File: src/rtl/demux_dispatcher.sv
// Registered valid/ready 1-to-N dispatcher with a per-word stall timeout.
// Define DEMUX_DISPATCH_RR_EN to pick lanes round-robin instead of from `s`.
module demux_dispatcher #(
  parameter int W   = 8,
  parameter int N   = 4,
  parameter int TMO = 15
) (
  input  logic                 clk,
  input  logic                 rst,
  input  logic                 i_valid,
  output logic                 i_ready,
  input  logic [W-1:0]         i,
  input  logic [$clog2(N)-1:0] s,
  output logic [N*W-1:0]       y,
  output logic [N-1:0]         y_valid,
  input  logic [N-1:0]         y_ready,
  output logic                 err,
  output logic                 busy
);

  localparam int SW = $clog2(N);
  localparam int CW = (TMO > 0) ? $clog2(TMO + 1) : 1;
  localparam logic [CW-1:0] TMO_LAST = CW'((TMO > 0) ? TMO - 1 : 0);
  localparam logic [CW-1:0] TMO_MAX  = CW'(TMO);

  typedef enum logic {
    IDLE,
    HOLD
  } state_t;

  state_t          state_q, state_d;
  logic [W-1:0]    data_q, data_d;
  logic [SW-1:0]   dst_q, dst_d;
  logic [CW-1:0]   cnt_q, cnt_d;
  logic            err_q, err_d;
  logic [SW-1:0]   load_dst;
  logic            dst_ready;
  logic            accept;

`ifdef DEMUX_DISPATCH_RR_EN
  logic [SW-1:0] ptr_q, ptr_d;
  logic          unused_s;

  assign unused_s = ^s;
  assign load_dst = ptr_q;
`else
  assign load_dst = s;
`endif

  // Only the selected lane's ready matters; the others are ignored.
  assign dst_ready = y_ready[dst_q];
  assign i_ready   = !rst && ((state_q == IDLE) || dst_ready);
  assign accept    = i_valid && i_ready;

  always_comb begin
    // NOTE: every signal written here gets a default first so no latch is inferred.
    state_d = state_q;
    data_d  = data_q;
    dst_d   = dst_q;
    cnt_d   = cnt_q;
    err_d   = 1'b0;
`ifdef DEMUX_DISPATCH_RR_EN
    ptr_d   = ptr_q;
`endif
    if (accept) begin
      state_d = HOLD;
      data_d  = i;
      dst_d   = load_dst;
      cnt_d   = '0;
`ifdef DEMUX_DISPATCH_RR_EN
      ptr_d   = ptr_q + SW'(1);
`endif
    end else if (state_q == HOLD) begin
      if (dst_ready) begin
        state_d = IDLE;
        cnt_d   = '0;
      end else if ((TMO > 0) && (cnt_q == TMO_LAST)) begin
        // Transfer wins over timeout: this branch is only reached with the lane stalled.
        state_d = IDLE;
        cnt_d   = '0;
        err_d   = 1'b1;
      end else if (cnt_q != TMO_MAX) begin
        cnt_d = cnt_q + CW'(1);
      end
    end
  end

  // NOTE: sequential state uses non-blocking assignments so all flops update together.
  always_ff @(posedge clk or posedge rst) begin
    if (rst) begin
      state_q <= IDLE;
      // NOTE: the data register is reset too so y is a clean 0 out of reset.
      data_q  <= '0;
      dst_q   <= '0;
      cnt_q   <= '0;
      err_q   <= 1'b0;
    end else begin
      state_q <= state_d;
      data_q  <= data_d;
      dst_q   <= dst_d;
      cnt_q   <= cnt_d;
      err_q   <= err_d;
    end
  end

`ifdef DEMUX_DISPATCH_RR_EN
  always_ff @(posedge clk or posedge rst) begin
    if (rst) ptr_q <= '0;
    else     ptr_q <= ptr_d;
  end
`endif

  // Outputs decode only registered state, so they carry no input-to-output path.
  always_comb begin
    y       = '0;
    y_valid = '0;
    if (state_q == HOLD) begin
      y[dst_q*W +: W] = data_q;
      y_valid[dst_q]  = 1'b1;
    end
  end

  assign err  = err_q;
  assign busy = (state_q == HOLD);

endmodule

File: config.mk
export PLATFORM = sky130hd
export DESIGN_NAME = demux_dispatcher
export DESIGN_NICKNAME = d
export VERILOG_FILES = /design/src/rtl/demux_dispatcher.sv
export SDC_FILE = /design/constraint.sdc
export NUM_CORES = 1
export LEC_CHECK = 0
export BUFFER_PORTS_ARGS = -buffer_cell sky130_fd_sc_hd__buf_2
export CAP_MARGIN = 20
export CORE_ASPECT_RATIO = 0.8
export CORE_UTILIZATION = 44
export CTS_BUF_LIST = sky130_fd_sc_hd__clkbuf_2 sky130_fd_sc_hd__clkbuf_4 sky130_fd_sc_hd__clkbuf_8
export DETAILED_ROUTE_END_ITERATION = 16
export PLACE_DENSITY = 0.81
export SLEW_MARGIN = 15
export SYNTH_ARGS = -nofsm -noshare
export SYNTH_HDL_FRONTEND = slang
export SYNTH_SLANG_ARGS = --single-unit
File: constraint.sdc
create_clock -name clk -period 3.37 [get_ports clk]
set_input_delay 0 -clock clk [delete_from_list [all_inputs] [get_ports clk]]
set_output_delay 0 -clock clk [all_outputs]
set_load 0.01 [all_outputs]
==> metrics.yaml, run 1 <==
grt_overflow: 0
place_hpwl_um: 2010
max_slew_margin: 0.486
setup_tns_ns: 0
gp_congestion: 0.823
hold_ws_ns: 0.132
die_w_um: 58.4
critPathSlowestCell: "nor3b_1"
cp.required_ns: 3.37
area_growth_syn_to_layout_pct: 41.1
drt-initial-drc-count: 21
wire_per_inst_um: 12.7
drive_gt1_frac: 0.420
netlist_area_mm2: 0.00112
total_power_mw: 0.782
report.final.setup_viol: 0
synth-async-reset-ratio: 1.00
rsz0062_at_grt: "false"
synth.avg_cell_area_um2: 10.6
synth-main-ff-cell: "dfrtp_1"
via_per_inst: 4.67
port_buffers: 55
ys_warn_count: 0
path_class: "flop to primary output"
synth.distinct_cells: 26
antenna_found_initial: 0
maxCapViolCount: 0
final_util: 0.696
endpoint_kind: "primary output"
tightest_slew_ns: 0.769
diodes: 0
numClockSinks: 16
synth_nets: 130
grt_max_degree: 18
crit_path_start_kind: "flop"
grt_pass1_wl_um: 4080
cp_cell_sequence: "inv_1 -> ha_1 -> nor3b_1 -> and2_1 -> buf_2"
hold_viol: 0
ff2ff_setup_slack_ns: 1.35
post-cts-setup-buffer-count: 0
finalNetCount: 201
slew_viol_final: 0
syn_inst: 106
synth.yosys.seq_area_share: 0.357
htree_num_levels: 1
clockBufferDepth: 2
worstPathArrival_ns: 2.29
die_h_um: 47.1
num_rows: 15
fin_ws_ns: 1.08
p_per_area_mw_per_mm2: 494
peakVddDrop_v: 0.000396
finalCriticalPeriod_ns: 2.29
coreArea_mm2: 0.00227
cts_resized: 0
status: "complete, no violations"
routed_wirelength_um: 2670
post-route-period-util: 0.678
num_vias: 981
grt_pass1_vias: 906
path_max_fanout: 9
fin_worst_skew_ns: 0.00926
drc: 0
dp_slack_ns: 1.08
drtPass1Iterations: 4
clk_latency_ns: 0.29
root_buffer: "clkbuf_4"
slowest_delay_ns: 0.65
cts_tree: "yes"
n_fill_cell: 173
postRouteAntennaNets: 0
hp-class: "input pin to flop"
cellLeakagePower_nw: 0.875
max_freq_ghz: 0.438
numCtsBuffers: 3
clkTransAtPathRegs_ns: 0.10
dieArea_mm2: 0.00275
initial_core_util: 0.494
pin_count: 56
ys_ff_latch: 16
grt_use_total: 0.204
hold_buffers: 11
synth_edf_count: 0
[routing by layer]
| layer | share of wire | vias to the layer above | wire (um) | track usage |
|---|---|---|---|---|
| met2 | 0.49 | 43 | 1310 | 0.386 |
| met4 | 0.014 | 0 | 37 | 0.0714 |
| li1 | - | 495 | - | - |
| met3 | 0.054 | 4 | 145 | 0.0441 |
| met5 | 0 | - | 0 | 0 |
| met1 | 0.44 | 439 | 1180 | 0.234 |
[power breakdown]
group | leakage [nW] | switching [mW] | internal [mW] | total (mW)
registers | 0.197 | 0.0731 | 0.251 | 0.324
clock network | 0.0210 | 0.0603 | 0.0657 | 0.126
logic | 0.657 | 0.157 | 0.175 | 0.332
total | 0.875 | 0.290 | 0.491 | 0.782
[final cells by class]
| cell class | instances | area [um^2] | share of cell area |
|---|---|---|---|
| multi-input cells | 84 | 691 | 0.437 |
| flip-flops and latches | 16 | 400 | 0.253 |
| repair buffers | 67 | 393 | 0.248 |
| well taps | 34 | 42.5 | 0.0269 |
| clock buffers | 4 | 36.3 | 0.0229 |
| inverters | 5 | 18.8 | 0.0119 |
[registers in the layout (all words and copies together), names as in the netlist]
signal,cells
cnt_q,4
data_q,8
dst_q,2
err,1
busy,1
[worst max-delay path, delay by kind of cell, from the launching register on]
kind	cells	cell delay (ns)
adder cells (fa/ha/maj)	1	0.37
buffers and inverters	2	0.28
flip-flops	1	0.49
AND/OR/NAND/NOR	2	0.87
[worst paths after layout]
| check | cells after the start | to | startpoint |
|---|---|---|---|
| max | 5 | y[4] | dst_q[0] |
| min | 4 | cnt_q[2] | i_valid |
| max reg2reg | 5 | data_q[7] | dst_q[1] |
| min reg2reg | 1 | cnt_q[2] | cnt_q[2] |
| max in group asynchronous | 3 | data_q[7] | rst |
| min in group asynchronous | 3 | cnt_q[1] | rst |
[per-stage QoR]
step | area [um^2] | cells
after floorplan | 1120 | 106
after global placement | 1430 | 194
after detailed placement | 1430 | 194
after CTS | 1570 | 209
after global routing | 1580 | 210
final | 1580 | 210
[cell usage in the layout (no fill, tap or decap), drive strengths merged]
master | netlist | final
o21ai | 2 | 2
nand2 | 2 | 2
and2 | 36 | 36
nor4b | 1 | 1
xor2 | 1 | 1
nand3 | 2 | 2
nor3b | 3 | 3
mux2 | 12 | 12
o22ai | 2 | 2
a21oi | 5 | 5
dlygate4sd3 | 0 | 11
nand2b | 1 | 1
buf | 1 | 56
a21o | 1 | 1
a22oi | 1 | 1
mux2i | 2 | 2
inv | 5 | 5
and4b | 1 | 1
and3 | 1 | 1
ha | 7 | 7
nor2 | 3 | 3
nor2b | 1 | 1
clkbuf | 0 | 4
dfrtp | 16 | 16
[cell families (layout without fill, tap and decap cells)]
logic type | count (synthesis) | count (layout) | synth area share
compound gates | 11 | 11 | 0.0681
xor+xnor | 1 | 1 | 0.00781
fa+ha+maj | 7 | 7 | 0.0781
buf+inv | 6 | 76 | 0.0268
flops | 16 | 16 | 0.357
mux | 14 | 14 | 0.172
simple gates | 51 | 51 | 0.290
[synthesized netlist by cell type, drive strengths merged (2+ instances only)]
| cell type | number | area, um^2 |
|---|---|---|
| nand3 | 2 | 10.0 |
| nor2 | 3 | 11.3 |
| mux2 | 12 | 173 |
| mux2i | 2 | 20.0 |
| nand2 | 2 | 7.51 |
| and2 | 36 | 225 |
| o22ai | 2 | 26.3 |
| a21oi | 5 | 25.0 |
| nor3b | 3 | 27.5 |
| dfrtp | 16 | 400 |
| ha | 7 | 87.6 |
| o21ai | 2 | 10.0 |
| inv | 5 | 18.8 |
No activity file was read; power rests on OpenSTA's default activity.
==> inputs of run 2 (changes only) <==
==> constraint.sdc (replaced) <==
create_clock -name clk -period 2.4 [get_ports clk]
set_input_delay 0 -clock clk [delete_from_list [all_inputs] [get_ports clk]]
set_output_delay 0 -clock clk [all_outputs]
set_load 0.01 [all_outputs]
==> run 2 against run 1 <==
- design area is 1.9% higher
- hold slack better by 0.064 ns
- flip-flop and latch count stayed put
- critical path type unchanged
==> metrics.yaml, run 2 (same netlist as run 1, synthesis figures left out) <==
status: "complete, no violations"
placed_cell_area_mm2: 0.00145
die_h_um: 47.1
hold_viol: 0
largest_register_ffs: 8
cts_tree: "yes"
grt_pass1_vias: 929
path_class: "flop to primary output"
regArea_um2: 400
grt_use_total: 0.203
hp-class: "input pin to flop"
use_met1: 0.262
rsz0062_at_grt: "false"
crit_path_start_kind: "flop"
maxCapViolCount: 0
final_common_cell: "buf_2"
pin_count: 56
via_per_inst: 4.67
grtUsageMet2: 0.359
fin_worst_skew_ns: 0.00222
dieArea_mm2: 0.00275
peakVddDrop_v: 0.000382
regMostFlops: "data_q"
final_area_mm2: 0.00161
finalCriticalPeriod_ns: 2.12
max_slew_margin: 0.484
port_buffers: 55
antenna_found_initial: 0
numClockSinks: 16
setup_tns_ns: 0
p_per_area_mw_per_mm2: 696
use_met3: 0.0275
worstPathArrival_ns: 2.12
die_w_um: 58.4
area_growth_syn_to_layout_pct: 43.8
htree_num_levels: 1
grt_overflow: 0
gp_congestion: 0.756
clockBufferDepth: 2
coreArea_mm2: 0.00227
routed_wirelength_um: 2640
drt-initial-drc-count: 30
gr-max-usage-layer: "met2"
postRouteAntennaNets: 0
cp.required_ns: 2.40
post-route-period-util: 0.883
root_buffer: "clkbuf_4"
cellLeakagePower_nw: 0.888
finalNetCount: 203
tightest_slew_ns: 0.773
report.final.setup_viol: 0
diodes: 0
wire_per_inst_um: 12.5
drtPass1Iterations: 4
initial_core_util: 0.494
numCtsBuffers: 3
clkTransAtPathRegs_ns: 0.10
num_rows: 15
top_regs: "data_q (8), cnt_q (4), dst_q (2)"
n_fill_cell: 179
multi_input_area_um2: 706
path_max_fanout: 8
grt_pass1_wl_um: 4150
clk_latency_ns: 0.28
final_cell_mix: "55 x buf_2, 36 x and2_1, 16 x dfrtp_1, 11 x dlygate4sd3_1, 10 x mux2_4"
dp_slack_ns: 0.115
grt_max_degree: 18
fin_ws_ns: 0.282
slew_viol_final: 0
place_hpwl_um: 2010
drive_gt1_frac: 0.427
endpoint_kind: "primary output"
drc: 0
max_freq_ghz: 0.472
num_vias: 989
run 2: what timing repair did:
item                                    CTS  global route
endpoints found under the hold margin    26             0
endpoints found under the setup margin    0             8
gates resized for setup                   0             1
hold buffers                             11             0
setup buffers                             0             0
run 2: path summary, 6_finish.rpt:
| kind | from | to | slack (ns) | depth (start not counted) |
|---|---|---|---|---|
| max reg2reg | dst_q[1] | data_q[7] | 0.37 | 4 |
| min reg2reg | data_q[7] | data_q[7] | 0.55 | 1 |
| max | dst_q[0] | y[24] | 0.28 | 6 |
| min in group asynchronous | rst | busy | 0.29 | 4 |
| min | i_valid | cnt_q[2] | 0.20 | 4 |
| max in group asynchronous | rst | cnt_q[0] | 1.93 | 4 |
run 2: layout make-up:
type | instances | area share
Tap cell | 34 | 0.0264
Clock buffer | 4 | 0.0225
Multi-Input combinational cell | 84 | 0.438
Timing Repair Buffer | 69 | 0.253
Inverter | 5 | 0.0116
Sequential cell | 16 | 0.248
run 2: power by group:
part	switching, mW	internal (mW)	total [mW]
Clock	0.0887	0.0923	0.181
Sequential	0.0936	0.352	0.446
Combinational	0.237	0.258	0.495
run 2: metrics by stage:
stage / std cells / power, mW / hold slack, ns / util
finish: 212 / 1.12 / 0.197 / 0.710
global route: 212 / 1.21 / 0.180 / 0.710
CTS: 212 / 1.12 / 0.156 / 0.703
detailed placement: 197 / 0.918 / 0.0512 / 0.639
global placement: 197 / 0.888 / 0.0455 / 0.639
floorplan: 106 / 0.769 / -0.0781 / -
run 2: per-layer routing:
layer	vias to the layer above	routed length (um)	part of all wire
met5	-	0	0
met4	0	6	0.0023
met3	2	145	0.055
met2	45	1300	0.49
met1	442	1190	0.45
li1	500	-	-
run 2: critical path, stage by stage (launching register included):
cell,delay [ns]
dfrtp_1,0.42
buf_4,0.17
inv_1,0.16
ha_1,0.32
nor4b_4,0.45
and2_1,0.19
buf_2,0.13
==> inputs of run 3 (changes only) <==
==> constraint.sdc (replaced) <==
create_clock -name clk -period 2.4 [get_ports clk]
set_input_delay 0 -clock clk [delete_from_list [all_inputs] [get_ports clk]]
set_output_delay 0 -clock clk [all_outputs]
set_load 0.05 [all_outputs]
==> run 3 against run 2 <==
- sequential power about the same
- global-route usage increased by 1.3 points
- worst setup slack lost 0.082 ns
- wire length rose by 7.7%
- count of clock-buffer cells in the layout stayed put
- final cell count up 0.94%
- core utilization up 0.39 points
- combinational power rose by 33%
- flip-flop and latch count did not move
- critical endpoint is now y[2]
- highest routed layer unchanged
==> metrics.yaml, run 3 (same netlist as run 1, synthesis figures left out) <==
antenna_found_initial: 0
via_per_inst: 4.78
cp.required_ns: 2.40
grt_max_degree: 18
initial_core_util: 0.494
numCtsBuffers: 3
die_h_um: 47.1
clkTransAtPathRegs_ns: 0.10
worstPathArrival_ns: 2.20
hp-start: "i_valid"
path_max_fanout: 8
htree_num_levels: 1
top_regs: "data_q (8), cnt_q (4), dst_q (2)"
grt_use_total: 0.216
max_freq_ghz: 0.454
r2r_end: "data_q[7]"
root_buffer: "clkbuf_4"
grt_pass1_wl_um: 4220
clockBufferDepth: 2
crit_path_start_kind: "flop"
post-route-period-util: 0.917
grt_pass1_vias: 940
cellLeakagePower_nw: 0.897
routed_wirelength_um: 2840
dp_slack_ns: 0.127
diodes: 0
finalCriticalPeriod_ns: 2.20
wire_per_inst_um: 13.3
finalNetCount: 205
postRouteAntennaNets: 0
hold_viol: 0
cts_tree: "yes"
largest_register_ffs: 8
dieArea_mm2: 0.00275
worstReg2RegStart: "dst_q[1]"
hold_depth: 4
endpoint_kind: "primary output"
die_w_um: 58.4
drtPass1Iterations: 4
slew_viol_final: 0
status: "complete, no violations"
n_fill_cell: 171
drc: 0
path_class: "flop to primary output"
peakVddDrop_v: 0.000526
pin_count: 56
report.final.setup_viol: 0
area_growth_syn_to_layout_pct: 44.5
num_vias: 1023
hold-path-endpoint: "cnt_q[2]"
grt_overflow: 0
place_hpwl_um: 2070
maxCapViolCount: 0
gp_congestion: 0.756
fin_worst_skew_ns: 0.00519
drive_gt1_frac: 0.433
regMostFlops: "data_q"
final_cell_mix: "55 x buf_2, 36 x and2_1, 16 x dfrtp_1, 11 x dlygate4sd3_1, 10 x mux2_4"
port_buffers: 55
p_per_area_mw_per_mm2: 796
final_common_cell: "buf_2"
regArea_um2: 400
ff2ff_setup_slack_ns: 0.43
setup_tns_ns: 0
num_rows: 15
multi_input_area_um2: 699
rsz0062_at_grt: "false"
tightest_slew_ns: 0.413
clk_latency_ns: 0.29
drt-initial-drc-count: 31
fin_ws_ns: 0.200
max_slew_margin: 0.724
numClockSinks: 16
reg2reg_depth: 5
total_power_mw: 1.29
hp-class: "input pin to flop"
coreArea_mm2: 0.00227
run 3: stage by stage:
stage               std cells  area (um^2)  utilization  hold slack, ns
floorplan                 106         1120            -         -0.0781
global placement          197         1450        0.639          0.0455
detailed placement        197         1450        0.639          0.0536
CTS                       212         1610        0.707           0.136
global route              214         1620        0.713           0.175
finish                    214         1620        0.713           0.168
run 3: worst max-delay path: stages (launching register included):
cell and delay (ns):
dfrtp_1 0.42, buf_4 0.17, inv_1 0.16, ha_1 0.32
nor3b_1 0.23, buf_4 0.18, and2_1 0.14, buf_2 0.27
run 3: worst max-delay path by stage:
stage | start | to | cells past startpoint
CTS | dst_q[0] | y[24] | 6
detailed placement | dst_q[1] | data_q[7] | 4
global route | dst_q[0] | y[2] | 8
finish | dst_q[0] | y[2] | 7
floorplan | busy | y[0] | 3
global placement | dst_q[1] | data_q[7] | 4
run 3: where the power goes:
part / switching, mW / internal, mW
clock: 0.0917 / 0.0925
sequential: 0.0951 / 0.352
combinational: 0.397 / 0.261
total: 0.584 / 0.706
run 3: routing by layer:
metal,wire length (um),vias up,GRT usage
met5,0,-,0
met4,26,0,0.0905
met3,204,4,0.0331
met2,1410,47,0.389
met1,1200,468,0.268
li1,-,504,-
run 3: repair_timing:
action                                  in CTS  in global routing
gates resized for setup                      1                  0
pin swaps                                    0                  1
cloned                                       0                  0
hold endpoints to repair                    26                  0
hold buffers                                11                  0
setup buffers                                0                  1
endpoints found under the setup margin       8                  8
run 3: layout make-up:
class                           count  area share
Clock buffer                        4      0.0224
Inverter                            5      0.0116
Multi-Input combinational cell     84       0.432
Sequential cell                    16       0.247
Tap cell                           34      0.0263
Timing Repair Buffer               71       0.261
